**src/rtl/serial_word_receiver.sv**
```systemverilog
// serial_word_receiver: MSB-first serial deframer into a word FIFO with gap timeout; SERIAL_RX_PARITY_EN adds an even-parity bit
module serial_word_receiver #(
    parameter int DEPTH   = 4,
    parameter int GAP_MAX = 3
) (
    input  logic                   clk,
    input  logic                   rst,
    input  logic                   ser_in,
    input  logic                   in_valid,
    output logic [7:0]             out_data,
    output logic                   out_valid,
    input  logic                   out_ready,
    output logic [$clog2(DEPTH):0] fill,
    output logic                   frame_err,
    output logic                   overflow,
    output logic                   par_err
);
    localparam int AW = $clog2(DEPTH);
    localparam int GW = $clog2(GAP_MAX + 1);
`ifdef SERIAL_RX_PARITY_EN
    localparam int WBITS = 9;
`else
    localparam int WBITS = 8;
`endif
    typedef enum logic {IDLE, RECV} state_t;
    state_t        state_q, state_d;
    logic [7:0]    shift_q, shift_d;
    logic [3:0]    bit_cnt_q, bit_cnt_d;
    logic [GW-1:0] gap_q, gap_d;
    logic          frame_err_q, frame_err_d;
    logic          par_err_q, par_err_d;
    logic          overflow_q, overflow_d;
    logic [7:0]    head_q, head_d;
    logic [AW:0]   count_q, count_d;
    logic [AW-1:0] wr_ptr_q, wr_ptr_d, rd_ptr_q, rd_ptr_d, rd_nxt;
    logic [7:0]    mem_q [DEPTH];
    logic          word_done, push, push_ok, pop, full;
    logic [7:0]    word;
    always_comb begin
        state_d     = state_q;
        shift_d     = shift_q;
        bit_cnt_d   = bit_cnt_q;
        gap_d       = gap_q;
        word_done   = 1'b0;
        frame_err_d = 1'b0;
        if (state_q == IDLE) begin
            bit_cnt_d = '0;
            gap_d     = '0;
            if (in_valid) begin
                shift_d   = {shift_q[6:0], ser_in};
                bit_cnt_d = 4'd1;
                state_d   = RECV;
            end
        end else if (in_valid) begin
            shift_d   = {shift_q[6:0], ser_in};
            bit_cnt_d = bit_cnt_q + 4'd1;
            gap_d     = '0;
            if (bit_cnt_q == 4'(WBITS - 1)) begin
                word_done = 1'b1;
                bit_cnt_d = '0;
                state_d   = IDLE;
            end
        end else if (gap_q == GW'(GAP_MAX - 1)) begin
            frame_err_d = 1'b1;
            bit_cnt_d   = '0;
            gap_d       = '0;
            state_d     = IDLE;
        end else begin
            gap_d = gap_q + GW'(1);
        end
    end
`ifdef SERIAL_RX_PARITY_EN
    // the parity bit is still on ser_in, so shift_q already holds all 8 data bits
    assign word      = shift_q;
    assign push      = word_done && !(^{shift_q, ser_in});
    assign par_err_d = word_done && (^{shift_q, ser_in});
`else
    assign word      = {shift_q[6:0], ser_in};
    assign push      = word_done;
    assign par_err_d = 1'b0;
`endif
    assign out_valid = count_q != '0;
    assign full      = count_q == (AW + 1)'(DEPTH);
    assign pop       = out_valid && out_ready;
    assign push_ok   = push && (!full || pop);
    assign rd_nxt    = rd_ptr_q + AW'(1);
    always_comb begin
        count_d    = count_q + (AW + 1)'(push_ok) - (AW + 1)'(pop);
        wr_ptr_d   = push_ok ? wr_ptr_q + AW'(1) : wr_ptr_q;
        rd_ptr_d   = pop ? rd_nxt : rd_ptr_q;
        overflow_d = overflow_q || (push && full && !pop);
        // head is registered: next stored entry, else the incoming word if it becomes head, else hold
        head_d     = (pop && count_q > (AW + 1)'(1)) ? mem_q[rd_nxt] :
                     (push_ok && (count_q == '0 || pop)) ? word : head_q;
    end
    always_ff @(posedge clk or negedge rst) begin
        if (!rst) begin
            state_q     <= IDLE;
            shift_q     <= '0;
            bit_cnt_q   <= '0;
            gap_q       <= '0;
            frame_err_q <= 1'b0;
            par_err_q   <= 1'b0;
            overflow_q  <= 1'b0;
            head_q      <= '0;
            count_q     <= '0;
            wr_ptr_q    <= '0;
            rd_ptr_q    <= '0;
            for (int i = 0; i < DEPTH; i++) mem_q[i] <= '0;
        end else begin
            state_q     <= state_d;
            shift_q     <= shift_d;
            bit_cnt_q   <= bit_cnt_d;
            gap_q       <= gap_d;
            frame_err_q <= frame_err_d;
            par_err_q   <= par_err_d;
            overflow_q  <= overflow_d;
            head_q      <= head_d;
            count_q     <= count_d;
            wr_ptr_q    <= wr_ptr_d;
            rd_ptr_q    <= rd_ptr_d;
            if (push_ok) mem_q[wr_ptr_q] <= word;
        end
    end
    assign out_data  = head_q;
    assign fill      = count_q;
    assign frame_err = frame_err_q;
    assign overflow  = overflow_q;
    assign par_err   = par_err_q;
endmodule

```
**config.mk**
```make
export PLATFORM = sky130hd
export DESIGN_NAME = serial_word_receiver
export DESIGN_NICKNAME = d
export VERILOG_FILES = /design/src/rtl/serial_word_receiver.sv
export SDC_FILE = /design/constraint.sdc
export NUM_CORES = 1
export LEC_CHECK = 0
export BUFFER_PORTS_ARGS = -buffer_cell sky130_fd_sc_hd__buf_2
export CAP_MARGIN = 0
export CORE_MARGIN = 2
export CORE_UTILIZATION = 30
export CTS_CLUSTER_SIZE = 24
export DETAILED_ROUTE_END_ITERATION = 8
export PLACE_DENSITY_LB_ADDON = 0.08
export SYNTH_ARGS = -nofsm -noshare
export SYNTH_HDL_FRONTEND = slang
export SYNTH_SLANG_ARGS = --single-unit
```
**constraint.sdc**
```tcl
create_clock -name clk -period 3.5 [get_ports clk]
set_input_delay 0.7 -clock clk [delete_from_list [all_inputs] [get_ports clk]]
set_output_delay 0.7 -clock clk [all_outputs]
set_load 0.1 [all_outputs]
```
* Yosys cells after proc, flatten, opt, wreduce, memory -nomap -nowiden *
Cells that the tools add are included.

storage, ports and cells
  flip-flop bits (word level) = 63
  input bits = 5
  logic and storage cells = 72

cells by class
  $add $sub $neg = 6
  order comparisons = 4
  eq/ne operators = 4
  multiplexer cells = 27
  bitwise operators = 2
  reductions and logical operators = 15

operators by type and width
  kind                 number
  $mux 8               5
  $bwmux 32            1
  $bmux 8 s2           1
  $demux 8 s2          1
  $mux 4               4
  $mux 1               12
  $logic_and 1x1->1    7
  $add 2x1->2 const B  3
  $ge 3x3->1 const B   2
  $mux 2               3
  $not 2->3            2
  $add 4x1->4 const B  1
  $eq 4x3->1 const B   1
  $add 3x1->3          1
  $eq 3x3->1 const B   1
  $gt 3x1->1 const B   1
  $logic_not 3->1      1
  $logic_or 1x1->1     3
  $lt 3x1->1 const B   1
  $ne 3x2->1 const B   1
  $reduce_bool 3->1    1
  $sub 3x1->3          1
  $eq 2x2->1 const B   1
  $logic_not 1->1      2
  $reduce_bool 2->1    1

* Logic depth before layout (Yosys ltp) *
  depth in word-level cells = 8
  depth in mapped cells = 9
  mapped depth without buffers = 9

* Worst setup path after synthesis *
No wires, ideal clock.

  path type = register to register
  from = register count_q[0], in the netlist fill[0]
  to = register count_q[2], in the netlist fill[2]
  setup time = 0.123 ns
  arrival time = 2.701 ns
  required time = 3.377 ns
  setup slack = 0.677 ns
  stages on the path, launching flop included = 9
  path buffers = 0
  period minus slack after synthesis = 2.823 ns
  cells stage by stage = dfrtp_1 nor4b_1 nor3_4 inv_1 ha_1 inv_1 ha_1 fa_1 xnor2_1

on the way
  word-level cells in the longest chain between the ends = 6

RTL lines
  element                                                      line    text
  start: declaration                                           34      logic [AW:0] count_q, count_d;
  start signal: assignment                                     119     count_q <= count_d;
  $eq 3x3->1 / $reduce_bool 3->1 (equally long branches)       83, 82
  $logic_not 1->1 / $logic_and 1x1->1 (equally long branches)  85, 84
  $logic_or 1x1->1                                             85      assign push_ok = push && (!full || pop);
  $logic_and 1x1->1                                            85
  $add 3x1->3                                                  88      count_d = count_q + (AW + 1)'(push_ok) - (AW + 1)'(pop);
  $sub 3x1->3 (*)                                              88
  via count_d[2]                                               34

Mark *: on every way through the listed nets, which the timed path passes. The rest lies on a longest branch.
A chain may end at the register's enable or synchronous reset.

* Final worst setup path *
  from = input port in_valid
  to = register count_q[2], in the netlist fill[2]

on the way
  word-level cells in the longest chain between the ends = 5

RTL lines
  element             line  text
  start: declaration  9     input logic in_valid,
  $mux 1              54    end else if (in_valid) begin
  $mux 1              46    if (state_q == IDLE) begin
  $logic_and 1x1->1   85
  $add 3x1->3         88
  $sub 3x1->3         88
  via count_d[2]      34

The timed path passes the listed nets, and every way through them passes these cells.

==> impl_metrics.toml <==
[route]
detail_route.first_pass.iterations = 4
wl_per_cell_um = 15.7
wirelength_um = 5660
drt_iter0_drc = 47
vias_per_cell = 4.56
via_count = 1641
antenna_left = 0
drc_errors = 0

[timing]
grt_setup_unrepaired = "false"
period_share_pct = 70.8
tightest_slew_ns = 0.825
setup_ws_ns = 1.02
skew_ns = 0.00864
slew_viol_final = 0
setup_tns_ns = 0
fin_crit_ns = 2.48
hold_viol = 0
slew_headroom_pct = 45.0
setup_violations = 0
fmaxAchievable_mhz = 403

[clocking]
cts_tree = "done"
clk_path_buf_depth = 2
h-tree-depth = 3
cts_sinks = 63
cts_setup_buffers = 0
cts-root-buf = "clkbuf_8"
postCtsHoldBufs = 0
cts-resized-gates = 0
cts-buffers-inserted = 9
insertion_delay_ns = 0.34
clk_pin_slew_ns = 0.07

[placement]
place_ws_ns = 0.671
hpwl_um = 3540
placed_cell_area_um2 = 3100
gp_congestion = 0.695
portBuffers = 18

[setup_path]
timing.rr.start = "bit_cnt_q[0]$_DFFE_PN0P_"
crit_chain = "buf_2 -> nand2_1 -> nor3_4 -> buf_4 -> inv_1 -> ha_1 -> inv_1 -> ha_1 -> fa_1 -> xnor2_1"
r2r_slack_ns = 1.12
crit_slowest_cell = "fa_1"
end_kind = "register"
rr_worst_depth = 10
cp_max_fo = 12
start_kind = "primary input"
worstPathBufferInverterCount = 4
path_class = "in -> reg"
cpPeakStageDelay_ns = 0.38
critical_path.top_delay_family = "adder cells"
cp_data_required_time_ns = 3.72
r2r_end = "fill[2]$_DFF_PN0_"
worst_ep_arrival_time_ns = 2.70
crit_path_start = "in_valid"

[logic_synthesis]
synth.avg_cell_area_um2 = 14.3
synth_area_um2 = 2860
synth_nets = 215
synth_top_area_cell = "dfrtp_1"
yosysTopAreaCellShare_pct = 55.2
synth.area.top_cells = "dfrtp_1, mux2_2, mux4_2"
synth.distinct_cells = 35
ys_seq_area_share_pct = 55.2
yosysWarningCount = 0
yosys_register_bits = 63
syn_inst = 200

[global_routing]
overflow = 0
grt_start_max_net_pins = 64
antenna_found_initial = 0
first_global_vias = 1695
grt_pass1_wl_um = 9470
grt_util_all_layers_pct = 12.5

[cells_and_area]
antenna-diode-count = 0
n_fill_cell = 914
area_growth_pct = 15.8
multi_input_area_um2 = 1220
final-seq-area_um2 = 1580
stdcell_area_um2 = 3310
final_nets = 241
drive_gt1_share_pct = 39.0

[hold_path]
worstHoldPathCells = 1
hold_end = "gap_q[0]$_DFF_PN0_"
hp-start = "gap_q[0]$_DFF_PN0_"
hold_path_class = "reg -> reg"

[floorplanning]
rows = 35
die-area_um2 = 10300
dieWidth_um = 102
core_area_um2 = 9240
start_util_pct = 30.9
ios = 20
die_h_um = 102

[outcome]
status = "completed"

[pwr]
pwr_density_cell_nw_per_um2 = 821
ir_drop_mv = 0.350
power_leakage_nw = 1.60

[flow_run]
maxCapViolCount = 0
==> worst reg2reg max path: cells and delay by family (launching register included) <==
kind | cells | cell delay (ns)
XOR/XNOR | 1 | 0.13
adder cells (fa/ha/maj) | 4 | 1.05
flip-flops | 1 | 0.39
buffers and inverters | 3 | 0.33
AND/OR/NAND/NOR | 2 | 0.38
==> how the worst max path moves through the flow <==
stage	cells past startpoint	slack, ns	to
final	10	1.02	fill[2]$_DFF_PN0_
after detailed placement	10	0.67	fill[2]$_DFF_PN0_
after floorplan	8	0.68	fill[2]$_DFF_PN0_
after global placement	10	0.72	fill[2]$_DFF_PN0_
after global routing	10	0.89	fill[2]$_DFF_PN0_
after CTS	10	1.04	fill[2]$_DFF_PN0_
==> layout make-up <==
type                       count  share of cell area, %
timing repair buffer          20                   3.18
tap                          129                   4.88
sequential                    63                   47.6
clock inverter                 3                   1.21
multi-input combinational    122                   36.9
clock buffer                  13                   5.10
inverter                      10                   1.13
==> per-layer routing <==
layer  vias to the layer above  part of all wire, %  global-route usage [%]  wire length (µm)
met3                         8                  3.3                    4.14               188
li1                        762                    -                       -                 -
met5                         -                    0                       0                 0
met1                       848                   47                    16.2              2670
met4                         0                  1.2                    4.05                70
met2                        23                   48                    19.7              2730
==> flip-flops by register name, indices dropped and copies added (netlist names) <==
register	count
bit_cnt_q	4
fill	3
frame_err	1
gap_q	2
mem_q	32
out_data	8
overflow	1
rd_ptr_q	2
shift_q	7
state_q	1
wr_ptr_q	2
==> placed cells by master, fill, tap and decap left out, drive strengths merged, types with 2 or more instances in the layout <==
cell type / instances
mux4: 8
nand2b: 3
nand2: 9
inv: 10
dfrtp: 63
ha: 9
nor2: 9
clkbuf: 13
clkinv: 2
o21ai: 3
mux2: 40
buf: 20
a21oi: 9
xnor2: 4
mux2i: 8
nand3: 2
nor3: 3
==> cells by family after synthesis <==
logic type | after synthesis | share of synthesized area, %
flip-flops | 63 | 55.2
multiplexers | 56 | 24.9
AND/OR/NAND/NOR | 32 | 7.18
AO/OA/AOI/OAI | 18 | 4.33
buffers and inverters | 15 | 2.15
adder cells (fa/ha/maj) | 10 | 4.64
XOR/XNOR | 5 | 1.53
other | 1 | 0.131
==> cell usage after synthesis (all sizes together) <==
| library cell | number |
|---|---|
| a211oi | 1 |
| a21o | 1 |
| a21oi | 9 |
| a221o | 1 |
| a32o | 1 |
| and2 | 1 |
| and3 | 1 |
| buf | 2 |
| clkbuf | 3 |
| conb | 1 |
| dfrtp | 63 |
| fa | 1 |
| ha | 9 |
| inv | 10 |
| mux2 | 40 |
| mux2i | 8 |
| mux4 | 8 |
| nand2 | 9 |
| nand2b | 3 |
| nand3 | 2 |
| nand3b | 1 |
| nor2 | 9 |
| nor3 | 3 |
| nor3b | 1 |
| nor4b | 1 |
| o21ai | 3 |
| o21bai | 1 |
| o2bb2ai | 1 |
| or3 | 1 |
| xnor2 | 4 |
| xor2 | 1 |
==> per-stage QoR <==
step | hold WS (ns) | utilization [%] | power, W | instances
after floorplan | 0.404 | - | 0.00187 | 200
after global placement | 0.444 | 33.6 | 0.00208 | 344
after detailed placement | 0.444 | 33.6 | 0.00208 | 344
after CTS | 0.464 | 35.8 | 0.00276 | 360
after global routing | 0.478 | 35.8 | 0.00288 | 360
final | 0.465 | 35.8 | 0.00272 | 360
==> where the power goes <==
part | switching (W) | internal [W] | total (W)
combinational | 0.000750 | 0.000258 | 0.00101
clock | 0.000280 | 0.000386 | 0.000666
sequential | 0.000174 | 0.000868 | 0.00104
total | 0.00120 | 0.00151 | 0.00272
No activity file was read; power rests on OpenSTA's default activity.
